## src/rtl/core_seq_if.sv

```systemverilog
`default_nettype none
// ============================================================================
// Module   : core_seq_if
// Brief    : Instruction-fetch and data-memory valid/ready handshakes between
//            the sequencer (master) and the memory side (slave).
// Revision : 1.0
// ============================================================================
interface core_seq_if #(
    parameter int DATA_LEN = 32
);
    logic                ifetch_req_valid;
    logic                ifetch_req_ready;
    logic [DATA_LEN-1:0] ifetch_addr;
    logic                ifetch_rsp_valid;
    logic [DATA_LEN-1:0] ifetch_rsp_data;
    logic                mem_req_valid;
    logic                mem_req_ready;
    logic                mem_we;
    logic                mem_rsp_valid;

    modport master (
        output ifetch_req_valid, ifetch_addr, mem_req_valid, mem_we,
        input  ifetch_req_ready, ifetch_rsp_valid, ifetch_rsp_data,
               mem_req_ready, mem_rsp_valid
    );

    modport slave (
        input  ifetch_req_valid, ifetch_addr, mem_req_valid, mem_we,
        output ifetch_req_ready, ifetch_rsp_valid, ifetch_rsp_data,
               mem_req_ready, mem_rsp_valid
    );
endinterface
`default_nettype wire

```

## src/rtl/core_seq_fsm.sv

```systemverilog
`default_nettype none
// ============================================================================
// Module   : core_seq_fsm
// Brief    : Multi-cycle fetch/exec/mem/writeback sequencer with reset
//            synchroniser, PC register and handshake timeouts.
//            Optional perf counters under macro CORE_PERF_CNT_EN.
// Revision : 1.0
// ============================================================================
module core_seq_fsm #(
    parameter int                  DATA_LEN        = 32,
    parameter int                  RST_SYNC_STAGES = 2,
    parameter logic [DATA_LEN-1:0] RESET_PC        = 32'h8000_0000,
    parameter int                  TIMEOUT_CYCLES  = 255
) (
    input  wire logic                sys_clk,
    input  wire logic                sys_rst_n,
    core_seq_if.master               bus,
    output logic      [DATA_LEN-1:0] inst_out,
    output logic      [DATA_LEN-1:0] pc_out,
    output logic                     inst_valid,
    input  wire logic                is_load,
    input  wire logic                is_store,
    input  wire logic                jump_flag,
    input  wire logic [DATA_LEN-1:0] jump_pc,
    input  wire logic                ebreak,
    input  wire logic                dest_wen_in,
    output logic                     reg_wen,
    output logic                     halted,
    output logic      [1:0]          err_code,
    output logic      [63:0]         cycle_cnt,
    output logic      [63:0]         instret_cnt
);

    typedef enum logic [2:0] {
        ST_RESET   = 3'd0,
        ST_FETCH   = 3'd1,
        ST_WAIT_I  = 3'd2,
        ST_EXEC    = 3'd3,
        ST_MEM_REQ = 3'd4,
        ST_MEM_RSP = 3'd5,
        ST_WB      = 3'd6,
        ST_HALT    = 3'd7
    } state_t;

    localparam logic [15:0] TIMEOUT_LAST = 16'(TIMEOUT_CYCLES - 1);

    logic [RST_SYNC_STAGES-1:0] rst_sync;
    logic                       rst_n;
    state_t                     state, state_nxt;
    logic [DATA_LEN-1:0]        pc, pc_nxt;
    logic [1:0]                 err_nxt;
    logic [15:0]                wait_cnt;
    logic                       wait_expired, waiting, latch_inst, misaligned;
    logic                       fetch_req, data_req, data_we;

    // Asynchronous assert, synchronous release
    always_ff @(posedge sys_clk or negedge sys_rst_n) begin
        if (!sys_rst_n) rst_sync <= '0;
        else            rst_sync <= {rst_sync[RST_SYNC_STAGES-2:0], 1'b1};
    end
    assign rst_n = rst_sync[RST_SYNC_STAGES-1];

    always_ff @(posedge sys_clk or negedge rst_n) begin
        if (!rst_n) state <= ST_RESET;
        else        state <= state_nxt;
    end

    assign wait_expired = (wait_cnt == TIMEOUT_LAST);
    assign misaligned   = jump_flag && (jump_pc[1:0] != 2'b00);

    always_comb begin
        state_nxt  = state;
        pc_nxt     = pc;
        err_nxt    = err_code;
        latch_inst = 1'b0;
        fetch_req  = 1'b0;
        data_req   = 1'b0;
        data_we    = 1'b0;
        inst_valid = 1'b0;
        reg_wen    = 1'b0;
        case (state)
            ST_RESET: state_nxt = ST_FETCH;
            ST_FETCH: begin
                fetch_req = 1'b1;
                if (bus.ifetch_req_ready) state_nxt = ST_WAIT_I;
                else if (wait_expired) begin
                    state_nxt = ST_HALT;
                    err_nxt   = 2'd1;
                end
            end
            ST_WAIT_I: begin
                if (bus.ifetch_rsp_valid) begin
                    latch_inst = 1'b1;
                    state_nxt  = ST_EXEC;
                end else if (wait_expired) begin
                    state_nxt = ST_HALT;
                    err_nxt   = 2'd1;
                end
            end
            ST_EXEC: begin
                inst_valid = 1'b1;
                if (ebreak)                  state_nxt = ST_HALT;
                else if (is_load || is_store) state_nxt = ST_MEM_REQ;
                else                         state_nxt = ST_WB;
            end
            ST_MEM_REQ: begin
                data_req = 1'b1;
                data_we  = is_store;
                if (bus.mem_req_ready) state_nxt = ST_MEM_RSP;
                else if (wait_expired) begin
                    state_nxt = ST_HALT;
                    err_nxt   = 2'd2;
                end
            end
            ST_MEM_RSP: begin
                if (bus.mem_rsp_valid) state_nxt = ST_WB;
                else if (wait_expired) begin
                    state_nxt = ST_HALT;
                    err_nxt   = 2'd2;
                end
            end
            ST_WB: begin
                // A misaligned target aborts retirement: no write, PC frozen
                if (misaligned) begin
                    state_nxt = ST_HALT;
                    err_nxt   = 2'd3;
                end else begin
                    reg_wen   = dest_wen_in;
                    pc_nxt    = jump_flag ? jump_pc : pc + DATA_LEN'(4);
                    state_nxt = ST_FETCH;
                end
            end
            ST_HALT: state_nxt = ST_HALT;
            default: state_nxt = ST_HALT;
        endcase
    end

    assign waiting = (state == ST_FETCH) || (state == ST_WAIT_I) ||
                     (state == ST_MEM_REQ) || (state == ST_MEM_RSP);

    always_ff @(posedge sys_clk or negedge rst_n) begin
        if (!rst_n) begin
            pc       <= RESET_PC;
            inst_out <= '0;
            err_code <= 2'd0;
            wait_cnt <= 16'd0;
        end else begin
            pc       <= pc_nxt;
            err_code <= err_nxt;
            if (latch_inst) inst_out <= bus.ifetch_rsp_data;
            if (state_nxt != state) wait_cnt <= 16'd0;
            else if (waiting)       wait_cnt <= wait_cnt + 16'd1;
        end
    end

    assign pc_out               = pc;
    assign halted               = (state == ST_HALT);
    assign bus.ifetch_req_valid = fetch_req;
    assign bus.ifetch_addr      = pc;
    assign bus.mem_req_valid    = data_req;
    assign bus.mem_we           = data_we;

`ifdef CORE_PERF_CNT_EN
    logic        retire;
    logic [63:0] cycle_q, instret_q;

    // ebreak counts as retired even though it never reaches writeback
    assign retire = ((state == ST_WB) && !misaligned) || ((state == ST_EXEC) && ebreak);

    always_ff @(posedge sys_clk or negedge rst_n) begin
        if (!rst_n) begin
            cycle_q   <= 64'd0;
            instret_q <= 64'd0;
        end else begin
            if (state != ST_HALT) cycle_q   <= cycle_q + 64'd1;
            if (retire)           instret_q <= instret_q + 64'd1;
        end
    end
    assign cycle_cnt   = cycle_q;
    assign instret_cnt = instret_q;
`else
    assign cycle_cnt   = 64'd0;
    assign instret_cnt = 64'd0;
`endif

endmodule
`default_nettype wire

```

## src/flat_wrapper.sv

```systemverilog
// flat-port wrapper written by rule: the top's interface ports become plain ports
module core_seq_fsm_flat 
#(
    parameter int                  DATA_LEN        = 32,
    parameter int                  RST_SYNC_STAGES = 2,
    parameter logic [DATA_LEN-1:0] RESET_PC        = 32'h8000_0000,
    parameter int                  TIMEOUT_CYCLES  = 255
)
  (sys_clk, sys_rst_n, inst_out, pc_out, inst_valid, is_load, is_store, jump_flag, jump_pc, ebreak, dest_wen_in, reg_wen, halted, err_code, cycle_cnt, instret_cnt, bus_ifetch_req_valid, bus_ifetch_addr, bus_mem_req_valid, bus_mem_we, bus_ifetch_req_ready, bus_ifetch_rsp_valid, bus_ifetch_rsp_data, bus_mem_req_ready, bus_mem_rsp_valid);
  core_seq_if #(.DATA_LEN(DATA_LEN)) bus_i ();
  input  wire logic sys_clk;
  input  wire logic sys_rst_n;
  output logic      [DATA_LEN-1:0] inst_out;
  output logic      [DATA_LEN-1:0] pc_out;
  output logic inst_valid;
  input  wire logic is_load;
  input  wire logic is_store;
  input  wire logic jump_flag;
  input  wire logic [DATA_LEN-1:0] jump_pc;
  input  wire logic ebreak;
  input  wire logic dest_wen_in;
  output logic reg_wen;
  output logic halted;
  output logic      [1:0] err_code;
  output logic      [63:0] cycle_cnt;
  output logic      [63:0] instret_cnt;
  output wire logic [$bits(bus_i.ifetch_req_valid)-1:0] bus_ifetch_req_valid;
  output wire logic [$bits(bus_i.ifetch_addr)-1:0] bus_ifetch_addr;
  output wire logic [$bits(bus_i.mem_req_valid)-1:0] bus_mem_req_valid;
  output wire logic [$bits(bus_i.mem_we)-1:0] bus_mem_we;
  input wire logic [$bits(bus_i.ifetch_req_ready)-1:0] bus_ifetch_req_ready;
  input wire logic [$bits(bus_i.ifetch_rsp_valid)-1:0] bus_ifetch_rsp_valid;
  input wire logic [$bits(bus_i.ifetch_rsp_data)-1:0] bus_ifetch_rsp_data;
  input wire logic [$bits(bus_i.mem_req_ready)-1:0] bus_mem_req_ready;
  input wire logic [$bits(bus_i.mem_rsp_valid)-1:0] bus_mem_rsp_valid;
  assign bus_ifetch_req_valid = bus_i.ifetch_req_valid;
  assign bus_ifetch_addr = bus_i.ifetch_addr;
  assign bus_mem_req_valid = bus_i.mem_req_valid;
  assign bus_mem_we = bus_i.mem_we;
  assign bus_i.ifetch_req_ready = bus_ifetch_req_ready;
  assign bus_i.ifetch_rsp_valid = bus_ifetch_rsp_valid;
  assign bus_i.ifetch_rsp_data = bus_ifetch_rsp_data;
  assign bus_i.mem_req_ready = bus_mem_req_ready;
  assign bus_i.mem_rsp_valid = bus_mem_rsp_valid;
  core_seq_fsm #(.DATA_LEN(DATA_LEN), .RST_SYNC_STAGES(RST_SYNC_STAGES), .RESET_PC(RESET_PC), .TIMEOUT_CYCLES(TIMEOUT_CYCLES)) u_core (.sys_clk(sys_clk), .sys_rst_n(sys_rst_n), .bus(bus_i), .inst_out(inst_out), .pc_out(pc_out), .inst_valid(inst_valid), .is_load(is_load), .is_store(is_store), .jump_flag(jump_flag), .jump_pc(jump_pc), .ebreak(ebreak), .dest_wen_in(dest_wen_in), .reg_wen(reg_wen), .halted(halted), .err_code(err_code), .cycle_cnt(cycle_cnt), .instret_cnt(instret_cnt));
endmodule
```

## config.mk

```make
export PLATFORM = sky130hd
export DESIGN_NAME = core_seq_fsm_flat
export DESIGN_NICKNAME = d
export VERILOG_FILES = /design/src/rtl/core_seq_if.sv /design/src/rtl/core_seq_fsm.sv /design/src/flat_wrapper.sv
export SDC_FILE = /design/constraint.sdc
export NUM_CORES = 1
export LEC_CHECK = 0
export CAP_MARGIN = 20
export CORE_MARGIN = 2
export CORE_UTILIZATION = 27
export CTS_CLUSTER_SIZE = 12
export DETAILED_ROUTE_END_ITERATION = 10
export SYNTH_ARGS = -nofsm -noshare
export SYNTH_HDL_FRONTEND = slang
export SYNTH_SLANG_ARGS = --single-unit
```

## constraint.sdc

```tcl
create_clock -name sys_clk -period 4.9 [get_ports sys_clk]
set_input_delay 1.47 -clock sys_clk [delete_from_list [all_inputs] [get_ports sys_clk]]
set_output_delay 1.47 -clock sys_clk [all_outputs]
set_load 0.01 [all_outputs]
```

==> out/metrics.yaml <==
leakagePower_nw: 3.15
worst_pin_slew_ps: 1010
synth-async-reset-ratio_pct: 100
grt_max_degree: 61
path_clk_slew_ps: 60
hold_class: "flop to asynchronous set/reset pin"
vias_per_cell: 4.46
route.detailed.drc: 0
syn_avg_cell_area_um2: 9.27
antenna_cells: 0
setup_tns_ps: 0
slowest_delay_ps: 530
status: "finished, final reports clean"
crit_arrival_ps: 3150
critPathTopFamily: "buffers and inverters"
postCtsHoldBufs: 0
path_cells: "clkdlybuf4s50_1 > o21a_1 > nor3_2 > and2_1 > clkdlybuf4s50_1"
cts_buffers: 9
synth_flop_cell: "dfrtp_1"
cts_resized: 0
grt_pass1_wl_um: 23700
fp.dieW_um: 150
drv_slew: 0
maxCapViolCount: 0
rows: 53
synth-edff-count: 0
initial_utilization_pct: 27.5
path_buf_inv: 2
ff_latch_area_um2: 2180
drt_iter0_markers: 223
ir_drop_mv: 0.241
gp_congestion: 0.780
cts_buffer_depth: 2
startpoint_type: "input port"
grt_overflow: 0
required_ps: 3430
drive_above_1_share_pct: 9.44
clock_sink_count: 87
die_h_um: 150
postCtsSetupBuffers: 0
core_um2: 21000
ys_types: 61
grt_use_total_pct: 13.4
critPathSlowestCell: "clkdlybuf4s50_1"
area_growth_pct: 29.3
final_nets: 836
setup_viol_count_final: 0
power_density_nw_per_um2: 481
yosys_warnings: 0
synth_cells: 624
multi_input_area_um2: 2730
fin_crit_ps: 4620
endpoint_kind: "primary output"
critical_path.max_fanout: 4
vias: 4627
htreeDepth: 3
cpMostUsedCell: "clkdlybuf4s50_1"
first_global_vias: 4276
ys_seq_area_share_pct: 37.7
hpwl_um: 11300
rsz0062_at_grt: "false"
drtPass1Iterations: 4
die_area_um2: 22600
tritoncts: "built"
relSlewSlack_pct: 32.4
power.total_w: 0.00359
ant_nets: 0
synth_area_um2: 5780
rrSetupSlack_ps: 2330
antenna_found_initial: 0
critPathKind: "input port to primary output"
wl_per_cell_um: 14.9
period_share_pct: 94.3
layout.filler_cells: 2128
port-buffer-count: 178
ioPinCount: 307
hold_viol_final: 0
totalWireLength_um: 15500
clockRootBuffer: "clkbuf_16"
finClkSkew_ps: 5.81
clk_latency_ps: 340
fmax_mhz: 216
ys_ff_latch: 87
[kinds of logic after synthesis]
| logic type | Yosys count | synth area share (%) |
|---|---|---|
| flops | 87 | 37.7 |
| mux | 42 | 8.03 |
| other cells | 2 | 0.130 |
| xor+xnor | 15 | 2.27 |
| buf+inv | 199 | 23.8 |
| compound gates | 98 | 11.7 |
| simple gates | 178 | 15.8 |
| fa+ha+maj | 3 | 0.649 |
[path summary, 6_finish.rpt]
kind | from | cells past startpoint | to
hold / removal | u_core.rst_sync[1] | 0 | u_core.err_code[1]
min in group sys_clk | u_core.rst_sync[0] | 0 | u_core.rst_sync[1]
max in group asynchronous | sys_rst_n | 1 | u_core.rst_sync[1]
setup / recovery | jump_pc[0] | 5 | reg_wen
hold reg to reg | u_core.rst_sync[1] | 0 | u_core.err_code[1]
setup reg to reg | u_core.wait_cnt[12] | 5 | u_core.wait_cnt[1]
[per-stage QoR]
step	utilization [%]	hold WS, ps	cell area [um2]	cells	setup slack (ps)
after floorplan	-	331	6260	751	787
after global placement	33.9	256	7130	1022	217
after detailed placement	33.9	249	7130	1022	218
after CTS	35.6	256	7480	1038	219
after global routing	35.6	272	7480	1038	163
final	35.6	235	7480	1038	280
[worst reg2reg max path, stage by stage (launching register included)]
cell	delay, ps
dfrtp_1	420
or4_4	570
nor4_4	520
o22ai_1	170
o22ai_2	600
a2111oi_0	140
[synth_stat cells (3+ instances only)]
cell type | n | area (um2)
buf_6 | 3 | 33.8
buf_2 | 4 | 20.0
nor2b_1 | 4 | 25.0
dfrtp_1 | 86 | 2150
and3_1 | 9 | 56.3
buf_4 | 160 | 1200
nor2_1 | 38 | 143
nand4_1 | 16 | 100
a221o_1 | 3 | 30.0
inv_1 | 9 | 33.8
nand2_1 | 30 | 113
buf_1 | 3 | 11.3
nor4_1 | 4 | 25.0
xor2_1 | 12 | 105
a22oi_1 | 3 | 22.5
nor3_1 | 33 | 165
mux2_2 | 35 | 394
a21oi_1 | 19 | 95.1
clkbuf_1 | 20 | 75.1
ha_1 | 3 | 37.5
o22ai_1 | 21 | 131
nand3_1 | 23 | 115
mux2i_1 | 7 | 70.1
a311oi_1 | 3 | 26.3
and2_1 | 5 | 31.3
nand2b_1 | 3 | 18.8
a41oi_1 | 4 | 35.0
o21ai_0 | 17 | 85.1
xnor2_1 | 3 | 26.3
[area by class of cell]
cell class,count,area share (%)
well taps,275,4.60
inverters,9,0.452
flip-flops and latches,87,29.2
clock buffers,11,3.25
repair buffers,186,24.6
clock inverters,5,1.41
multi-input cells,465,36.5
[layout by cell type, fill, tap and decap left out, drive strengths merged, types with 3 or more instances in the layout]
cell type and count:
nand3 23, a221o 3, and3 10, xor2 12
bufinv 3, mux2 35, buf 8, a22oi 3
clkdlybuf4s50 178, a311oi 3, o22ai 22, nor2b 4
nand2b 3, dfrtp 86, conb 129, o21ai 18
ha 3, nor2 38, nand2 30, and2 5
inv 9, nand4 16, mux2i 7, a21oi 20
a41oi 4, clkbuf 11, nor4 5, nor3 33
xnor2 3
[sequential cells by signal, summed over array words and instances, names as in the netlist]
signal	count
u_core.bus.ifetch_addr	32
u_core.err_code	2
u_core.inst_out	32
u_core.rst_sync	2
u_core.state	3
u_core.wait_cnt	16
[routing by layer]
metal	vias to the layer above	track usage (%)	part of all wire (%)
li1	2185	-	-
met1	2216	17.1	41
met2	217	22.3	50
met3	9	3.88	8.6
met4	0	3.02	0.79
met5	-	0	0
[power by group]
| part | leakage (nW) | internal [W] | switching (W) |
|---|---|---|---|
| Sequential | 1.10 | 0.000939 | 0.000283 |
| Clock | 0.162 | 0.000513 | 0.000296 |
| Combinational | 1.89 | 0.000852 | 0.000710 |
Power figures use the tool's default switching activity.
